--- src/rtl/preproc_fifo_reader.sv ---
// preproc_fifo_reader: drains one N-sample DFT block from a show-ahead FIFO onto a registered valid/ready stream
`timescale 1ns/1ps
`ifndef FFT_IN_WIDTH
`define FFT_IN_WIDTH 16
`endif
module preproc_fifo_reader #(
  parameter int DATA_WIDTH = 2*`FFT_IN_WIDTH,
  parameter int LEN_WIDTH = 11
) (
  input  logic                  clk_sys,
  input  logic                  rst_sys_n,
  input  logic                  start_i,
  input  logic [LEN_WIDTH-1:0]  dft_len_i,
  input  logic                  abort_i,
  input  logic [DATA_WIDTH-1:0] fifo_dout_i,
  input  logic                  fifo_empty_i,
  output logic                  fifo_re_o,
  output logic                  fifo_clr_o,
  output logic [DATA_WIDTH-1:0] dout_o,
  output logic                  dout_valid_o,
  input  logic                  dout_ready_i,
  output logic                  sop_o,
  output logic                  eop_o,
  output logic                  busy_o,
  output logic                  done_o,
  output logic [15:0]           stall_cnt_o
);
  typedef enum logic [1:0] {IDLE, RUN, DONE} state_t;
  state_t state, state_nxt;
  logic [LEN_WIDTH-1:0] len;
  logic [LEN_WIDTH:0] rd_cnt;
  logic can_load, pending, start_ok, hs;
  assign can_load = !dout_valid_o || dout_ready_i;
  // pending: the block still owes pops, so an empty FIFO here is starvation
  assign pending = (state == RUN) && (rd_cnt < {1'b0, len});
  assign start_ok = (state == IDLE) && start_i && !abort_i && (dft_len_i != '0);
  assign hs = dout_valid_o && dout_ready_i;
  assign fifo_re_o = pending && !fifo_empty_i && can_load && !abort_i;
  assign busy_o = state != IDLE;
  assign done_o = state == DONE;
  always_comb begin
    state_nxt = abort_i ? IDLE : start_ok ? RUN : (state == RUN && hs && eop_o) ? DONE : (state == DONE) ? IDLE : state;
  end
  always_ff @(posedge clk_sys or negedge rst_sys_n) begin
    if (!rst_sys_n) state <= IDLE;
    else state <= state_nxt;
  end
  always_ff @(posedge clk_sys or negedge rst_sys_n) begin
    if (!rst_sys_n) begin
      len <= '0;
      rd_cnt <= '0;
      fifo_clr_o <= 1'b0;
      dout_o <= '0;
      dout_valid_o <= 1'b0;
      sop_o <= 1'b0;
      eop_o <= 1'b0;
      stall_cnt_o <= '0;
    end else begin
      fifo_clr_o <= abort_i;
      if (start_ok) begin
        len <= dft_len_i;
        stall_cnt_o <= '0;
      end else if (pending && fifo_empty_i && can_load && stall_cnt_o != 16'hFFFF) begin
        stall_cnt_o <= stall_cnt_o + 16'd1;
      end
      if (abort_i || start_ok) rd_cnt <= '0;
      else if (fifo_re_o) rd_cnt <= rd_cnt + (LEN_WIDTH+1)'(1);
      if (abort_i) begin
        dout_valid_o <= 1'b0;
        sop_o <= 1'b0;
        eop_o <= 1'b0;
      end else if (fifo_re_o) begin
        dout_o <= fifo_dout_i;
        dout_valid_o <= 1'b1;
        sop_o <= rd_cnt == '0;
        eop_o <= rd_cnt == {1'b0, len} - (LEN_WIDTH+1)'(1);
      end else if (hs) begin
        dout_valid_o <= 1'b0;
        sop_o <= 1'b0;
        eop_o <= 1'b0;
      end
    end
  end
endmodule

--- config.mk ---
export PLATFORM = sky130hd
export DESIGN_NAME = preproc_fifo_reader
export DESIGN_NICKNAME = d
export VERILOG_FILES = /design/src/rtl/preproc_fifo_reader.sv
export SDC_FILE = /design/constraint.sdc
export NUM_CORES = 1
export LEC_CHECK = 0
export ABC_AREA = 1
export BUFFER_PORTS_ARGS = -buffer_cell sky130_fd_sc_hd__clkbuf_2
export CAP_MARGIN = 5
export CORE_ASPECT_RATIO = 1.4
export CORE_UTILIZATION = 55
export DETAILED_ROUTE_END_ITERATION = 8
export GPL_ROUTABILITY_DRIVEN = 0
export MAX_ROUTING_LAYER = met4
export PLACE_DENSITY = 0.82
export SLEW_MARGIN = 20
export SYNTH_ARGS = -nofsm -noshare
export SYNTH_HDL_FRONTEND = slang
export SYNTH_SLANG_ARGS = --single-unit
--- constraint.sdc ---
create_clock -name clk_sys -period 4.9 [get_ports clk_sys]
set_input_delay 0.245 -clock clk_sys [delete_from_list [all_inputs] [get_ports clk_sys]]
set_output_delay 0.245 -clock clk_sys [all_outputs]
set_load 0.05 [all_outputs]
==> reports/qor.csv, run 1 <==
stage;metric;value;unit
grt;grt ovf;0;
clock_network;clk root buf;clkbuf_8;
final_layout;post-layout net count;764;
worst_setup_path;critical path endpoint category;output pin;
yosys;syn_nets;667;
yosys;top cells by area, synth;dfrtp_1 (43%), nand2_1 (20%), inv_1 (4.9%);
worst_setup_path;worst-path fanout max;25;
floorplan;Die Y;109;um
placement;hpwl dp;8.14;mm
grt;largest net degree at the start of global routing;78;
clock_network;clk sink count;77;
final_layout;Final Cell Area;5220;um^2
grt;first-pass GRT wire length;18.1;mm
outcome;outcome;finished, final reports clean;
floorplan;die span in x;78.2;um
worst_setup_path;crit path DAT;2.90;ns
clock_network;Post-CTS Hold Buffers;0;
floorplan;FP Rows;38;
worst_setup_path;CP max stage cell;nor2_4;
route;vias per cell;5.19;
hold_path;HP Class;primary input to async pin;
yosys;Most used DFF post-synth;dfrtp_1;
timing;hold slack;0.0272;ns
final_layout;utilization after layout;66.9;%
route;DRT Wirelength;10.9;mm
worst_setup_path;Critical Path Source;len[5]$_DFFE_PN0P_;
timing;setup_tns;0;ns
worst_setup_path;crit path cell chain;inv_1 > ha_1 > nand2_1 > nand2_1 > nand2_1 > nand2_1 > nand2_1 > nand4_4 > nor2_4 > buf_4 > clkbuf_2;
worst_setup_path;CP bufs+invs;3;
timing;clock skew;0.00989;ns
worst_setup_path;Crit path largest cell delay;0.45;ns
yosys;synth warn;0;
power_and_ir_drop;pwr/cell area;403;nW/um^2
route;via count;4180;
yosys;post-synth top area share;43.1;%
timing;Final min period;3.14;ns
clock_network;CTS resizes;0;
clock_network;CTS tree;yes;
yosys;asr flop ratio synth;100;%
timing;FMAX;318;MHz
yosys;Post-synth EDFFs;0;
worst_setup_path;worst path required time;4.66;ns
clock_network;Skew-Pair Late Insertion Delay;0.36;ns
worst_setup_path;crit-path most repeated cell;nand2_1;
grt;global-route usage over all layers;28.5;%
floorplan;Die Area;8490;um^2
yosys;post-synth top area cell;dfrtp_1;
yosys;sequential share of the synthesized area;43.1;%
placement;placed cell area;5000;um^2
grt;initial antenna violation count;0;
clock_network;Clock Tree Buf Depth;2;
yosys;most numerous cell in the Yosys netlist;nand2_1;
timing;max-slew violations;0;
clock_network;CTS H-tree lvls;3;
floorplan;Top-Level Pins;104;
timing;endpoints failing hold;0;
yosys;Seq cells post-synth;77;
timing;Least-Margin Pin Slew;0.986;ns
timing;RSZ-0062 raised after global routing;false;
clock_network;Clk pin slew, worst setup/hold paths;0.08;ns
final_layout;ratio of cells with drive above 1 in the final layout;19.9;%
timing;Final setup viols;0;
final_layout;# diodes;0;
timing;period utilisation layout;64.1;%
floorplan;initial core utilization;57.3;%
run;max cap viols;0;
worst_setup_path;CP top delay family;simple AND/OR/NAND/NOR gates;
worst_setup_path;Critical Path Source Type;flip-flop;
route;drt drc;0;
clock_network;Post-CTS Setup Inserts;0;
route;DRT iter0 DRCs;246;
yosys;post-synthesis cell area;4470;um^2
yosys;cell count after synthesis;603;
route;DRT Pass-1 Iters;5;
yosys;Post-synth top cells;nand2_1 (234), dfrtp_1 (77), inv_1 (58);
worst_setup_path;R2R Path Start;len[5]$_DFFE_PN0P_;
clock_network;CTS buffer count;9;
yosys;Distinct cells, synth;31;
floorplan;Core ar.;7800;um^2
worst_setup_path;Worst Setup Path Type;flip-flop to output pin;
yosys;syn_area_per_cell;7.41;um^2
power_and_ir_drop;leakage power;2.86;nW
grt;number of global-route vias before repair;4023;
power_and_ir_drop;VDD IR-drop max;277;uV
placement;PortBufs;103;
final_layout;Area growth syn-to-layout;16.8;%
route;Routed WL per cell;13.5;um
route;post-route antenna net violation count;0;
timing;worst rel slew slack;34.2;%
layout by cell type (no fill, tap or decap), drive strengths merged:
master / netlist / routed
xor2: 21 / 21
buf: 13 / 3
inv: 61 / 61
clkinv: 0 / 2
or2: 1 / 1
nor3: 11 / 11
clkinvlp: 0 / 1
dfrtp: 77 / 77
bufinv: 0 / 2
ha: 15 / 15
xnor2: 8 / 8
clkbuf: 6 / 113
nor4: 2 / 2
nand3b: 1 / 1
nand3: 44 / 44
a211oi: 1 / 1
o21ai: 20 / 20
nand2: 244 / 244
nand4: 16 / 16
o211ai: 1 / 1
and2: 1 / 1
a21oi: 3 / 3
nor2: 57 / 57
layout make-up:
class / count / area (um^2)
clock buffers: 11 / 131
clock inverters: 5 / 85.1
fillers: 676 / 2580
inverters: 61 / 229
multi-input cells: 446 / 2190
flip-flops and latches: 77 / 1930
well taps: 100 / 125
repair buffers: 105 / 533
kinds of logic (layout without fill, tap and decap cells):
kind of cell | after synthesis | in the layout | share of synthesized area, %
buffers and inverters | 80 | 182 | 7.87
adder cells (fa/ha/maj) | 15 | 15 | 4.20
AO/OA/AOI/OAI | 25 | 25 | 2.91
flip-flops | 77 | 77 | 43.1
XOR/XNOR | 29 | 29 | 5.68
AND/OR/NAND/NOR | 377 | 377 | 36.2
registers in the layout (all words and copies together) (netlist names):
name,count
dout_valid_o,1
state,2
len,11
dout_o,32
stall_cnt_o,16
rd_cnt,12
eop_o,1
sop_o,1
fifo_clr_o,1
per-layer routing:
metal / share of wire, % / track usage [%] / up-vias
met1: 40 / 30.8 / 1964
li1: - / - / 2080
met4: 3.5 / 13.5 / 0
met3: 3.8 / 5.61 / 33
met5: 0 / - / -
met2: 53 / 50.0 / 103
worst paths after layout:
kind,endpoint,slack (ns),cells after the start
setup reg to reg,dout_o[4]$_DFFE_PN0P_,2.09,13
setup / recovery,fifo_re_o,1.76,11
hold reg to reg,dout_o[19]$_DFFE_PN0P_,0.48,2
max in group asynchronous,dout_o[17]$_DFFE_PN0P_,4.23,1
hold / removal,stall_cnt_o[13]$_DFFE_PN0P_,0.03,1
min in group clk_sys,fifo_clr_o$_DFF_PN0_,0.06,1
through the flow:
step                cells  power, mW  worst slack (ns)
floorplan             603       1.38              2.89
global placement      789       1.56              2.21
detailed placement    789       1.59              2.11
CTS                   805       2.11              1.75
global route          805       2.21              1.56
finish                805       2.10              1.76
power breakdown:
group / switching [mW] / total, mW / internal, mW
sequential: 0.0851 / 0.827 / 0.742
combinational: 0.570 / 0.747 / 0.177
clock: 0.241 / 0.529 / 0.289
total: 0.896 / 2.10 / 1.21
(Power assumes the default switching activity.)
==> run 2, diff against run 1 <==
--- a/config.mk
+++ b/config.mk
@@ -9,11 +9,11 @@
 export BUFFER_PORTS_ARGS = -buffer_cell sky130_fd_sc_hd__clkbuf_2
 export CAP_MARGIN = 5
 export CORE_ASPECT_RATIO = 1.4
-export CORE_UTILIZATION = 55
+export CORE_UTILIZATION = 49
 export DETAILED_ROUTE_END_ITERATION = 8
 export GPL_ROUTABILITY_DRIVEN = 0
 export MAX_ROUTING_LAYER = met4
-export PLACE_DENSITY = 0.82
+export PLACE_DENSITY = 0.78
 export SLEW_MARGIN = 20
 export SYNTH_ARGS = -nofsm -noshare
 export SYNTH_HDL_FRONTEND = slang
==> constraint.sdc (replaced) <==
create_clock -name clk_sys -period 2.65 [get_ports clk_sys]
set_input_delay 0.1325 -clock clk_sys [delete_from_list [all_inputs] [get_ports clk_sys]]
set_output_delay 0.1325 -clock clk_sys [all_outputs]
set_load 0.05 [all_outputs]
==> run 2 against run 1 <==
Clock power is 130% higher. Global-route usage is 2.3 points lower. Worst hold slack got worse by 0.021 ns. Final cell count is 1.6% higher. Register-to-register slack lost 1.8 ns. Via count rose by 2.8%. Sequential share of layout area down 1.1 points. Clock skew decreased by 0.0019 ns. Critical path type unchanged. Critical path depth is 3 lower. Non-clock buffer count rose by 8. Utilization shrank 5.2 points.
==> reports/qor.csv, run 2 (synthesis results as in run 1) <==
stage;metric;value;unit
final_layout;max reg flops;32;
clock_network;CTS tree;yes;
worst_setup_path;Worst Setup Path Type;flip-flop to output pin;
worst_setup_path;worst-path fanout max;10;
worst_setup_path;Worst Setup EP;fifo_re_o;
timing;RSZ-0062 raised after global routing;false;
final_layout;Area growth syn-to-layout;20.3;%
placement;dpl cells;797;
final_layout;utilization after layout;61.7;%
power_and_ir_drop;internal power;2.43;mW
outcome;outcome;finished, final reports clean;
clock_network;CTS H-tree lvls;3;
route;DRT Wirelength;11.1;mm
clock_network;clk sink count;77;
final_layout;most frequent cells in the layout;nand2_1 (234), clkbuf_2 (101), dfrtp_1 (77), inv_1 (58), nor2_1 (53);
timing;period utilisation layout;93.2;%
worst_setup_path;flop2flop setup slack;0.28;ns
floorplan;Core ar.;8710;um^2
clock_network;Clock Tree Buf Depth;2;
timing;worst rel slew slack;35.3;%
placement;PortBufs;103;
route;via count;4296;
route;vias per cell;5.25;
grt;largest net degree at the start of global routing;78;
final_layout;Largest Register;dout_o;
worst_setup_path;Critical Path Source Type;flip-flop;
worst_setup_path;reg2reg path depth;10;
timing;clock skew;0.00797;ns
route;Routed WL per cell;13.6;um
power_and_ir_drop;leakage power;2.94;nW
floorplan;Top-Level Pins;104;
power_and_ir_drop;Logic pwr share;33.6;%
worst_setup_path;R2R Path Start;len[3]$_DFFE_PN0P_;
final_layout;Layout Cells excl Fill;818;
worst_setup_path;worst path required time;2.52;ns
worst_setup_path;crit path DAT;2.34;ns
power_and_ir_drop;pwr/cell area;765;nW/um^2
timing;Final min period;2.47;ns
floorplan;initial core utilization;51.3;%
final_layout;# diodes;0;
clock_network;CTS buffer count;9;
clock_network;Clk pin slew, worst setup/hold paths;0.06;ns
timing;Least-Margin Pin Slew;0.971;ns
route;post-route antenna net violation count;0;
floorplan;die span in x;82.7;um
timing;endpoints failing hold;0;
timing;Final setup viols;0;
route;DRT Pass-1 Iters;5;
final_layout;biggest regs;dout_o (32), stall_cnt_o (16), rd_cnt (12);
grt;global-route usage over all layers;26.1;%
worst_setup_path;R2R Path End;eop_o$_DFFE_PN0P_;
grt;grt ovf;0;
final_layout;post-layout net count;772;
timing;hold slack;0.00586;ns
clock_network;Skew-Pair Late Insertion Delay;0.33;ns
grt;initial antenna violation count;0;
power_and_ir_drop;Psw;1.68;mW
power_and_ir_drop;Seq pwr share;37.2;%
power_and_ir_drop;Sw Ratio;40.8;%
power_and_ir_drop;VDD IR-drop max;729;uV
placement;hpwl dp;8.19;mm
floorplan;Die Y;115;um
timing;max-slew violations;0;
run;max cap viols;0;
floorplan;Die Area;9510;um^2
worst_setup_path;Critical Path Source;len[3]$_DFFE_PN0P_;
timing;FMAX;405;MHz
final_layout;most common cell after layout, fill and taps aside;nand2_1;
clock_network;clk root buf;clkbuf_16;
hold_path;HP Class;primary input to flip-flop;
floorplan;FP Rows;40;
timing;setup_tns;0;ns
route;drt drc;0;
final_layout;ratio of cells with drive above 1 in the final layout;20.5;%
route;DRT iter0 DRCs;278;
power_and_ir_drop;Clk pwr share;29.1;%
worst_setup_path;critical path endpoint category;output pin;
grt;number of global-route vias before repair;4124;
grt;first-pass GRT wire length;18.3;mm
[run 2: how the worst min path moves through the flow]
stage / startpoint / to / slack (ns) / depth (start not counted)
final: fifo_dout_i[18] / dout_o[18]$_DFFE_PN0P_ / 0.006 / 3
after global routing: fifo_dout_i[25] / dout_o[25]$_DFFE_PN0P_ / 0.006 / 3
after CTS: fifo_dout_i[6] / dout_o[6]$_DFFE_PN0P_ / 0.001 / 3
after detailed placement: abort_i / fifo_clr_o$_DFF_PN0_ / 0.33 / 1
after global placement: abort_i / fifo_clr_o$_DFF_PN0_ / 0.33 / 1
after floorplan: rst_sys_n / dout_o[0]$_DFFE_PN0P_ / -0.16 / 0
[run 2: routing by layer]
| metal | global-route usage [%] | routed length, um | up-vias |
|---|---|---|---|
| li1 | - | - | 2094 |
| met1 | 30.1 | 4460 | 2030 |
| met2 | 41.5 | 5710 | 137 |
| met3 | 5.24 | 461 | 35 |
| met4 | 15.3 | 456 | 0 |
| met5 | - | 0 | - |
[run 2: power groups by stage]
stage / Clock, mW / Sequential (mW) / Combinational (mW)
global route: 1.27 / 1.55 / 1.50
finish: 1.20 / 1.53 / 1.38
global placement: 0 / 1.54 / 1.35
CTS: 1.21 / 1.53 / 1.39
detailed placement: 0 / 1.55 / 1.38
floorplan: 0 / 2.10 / 0.457
[run 2: repair_timing]
action / 4_1_cts / 5_1_grt
hold buffers: 4 / 0
buffers inserted: 0 / 1
setup endpoints to repair: 0 / 1
gates resized for setup: 0 / 2
hold endpoints to repair: 39 / 0
[run 2: cell type report]
class	instances	area (um^2)
Multi-Input combinational cell	446	2190
Fill cell	773	3330
Tap cell	105	131
Clock buffer	9	225
Inverter	61	229
Clock inverter	7	66.3
Timing Repair Buffer	113	606
Sequential cell	77	1930
[run 2: worst max-delay path, cell delays in order, from the launching register on]
cell and delay [ns]:
dfrtp_1 0.45, inv_1 0.13, ha_1 0.33, a21oi_1 0.19, nand2_1 0.08, nand2_1 0.12
nand4_4 0.19, nor2_4 0.23, clkbuf_4 0.27
[run 2: through the flow]
| stage | area [um^2] | setup WS [ns] | total power, mW |
|---|---|---|---|
| after floorplan | 4470 | 0.643 | 2.56 |
| after global placement | 5030 | 0.401 | 2.89 |
| after detailed placement | 5030 | 0.259 | 2.93 |
| after CTS | 5360 | 0.0376 | 4.13 |
| after global routing | 5370 | 0.0674 | 4.32 |
| final | 5370 | 0.180 | 4.11 |
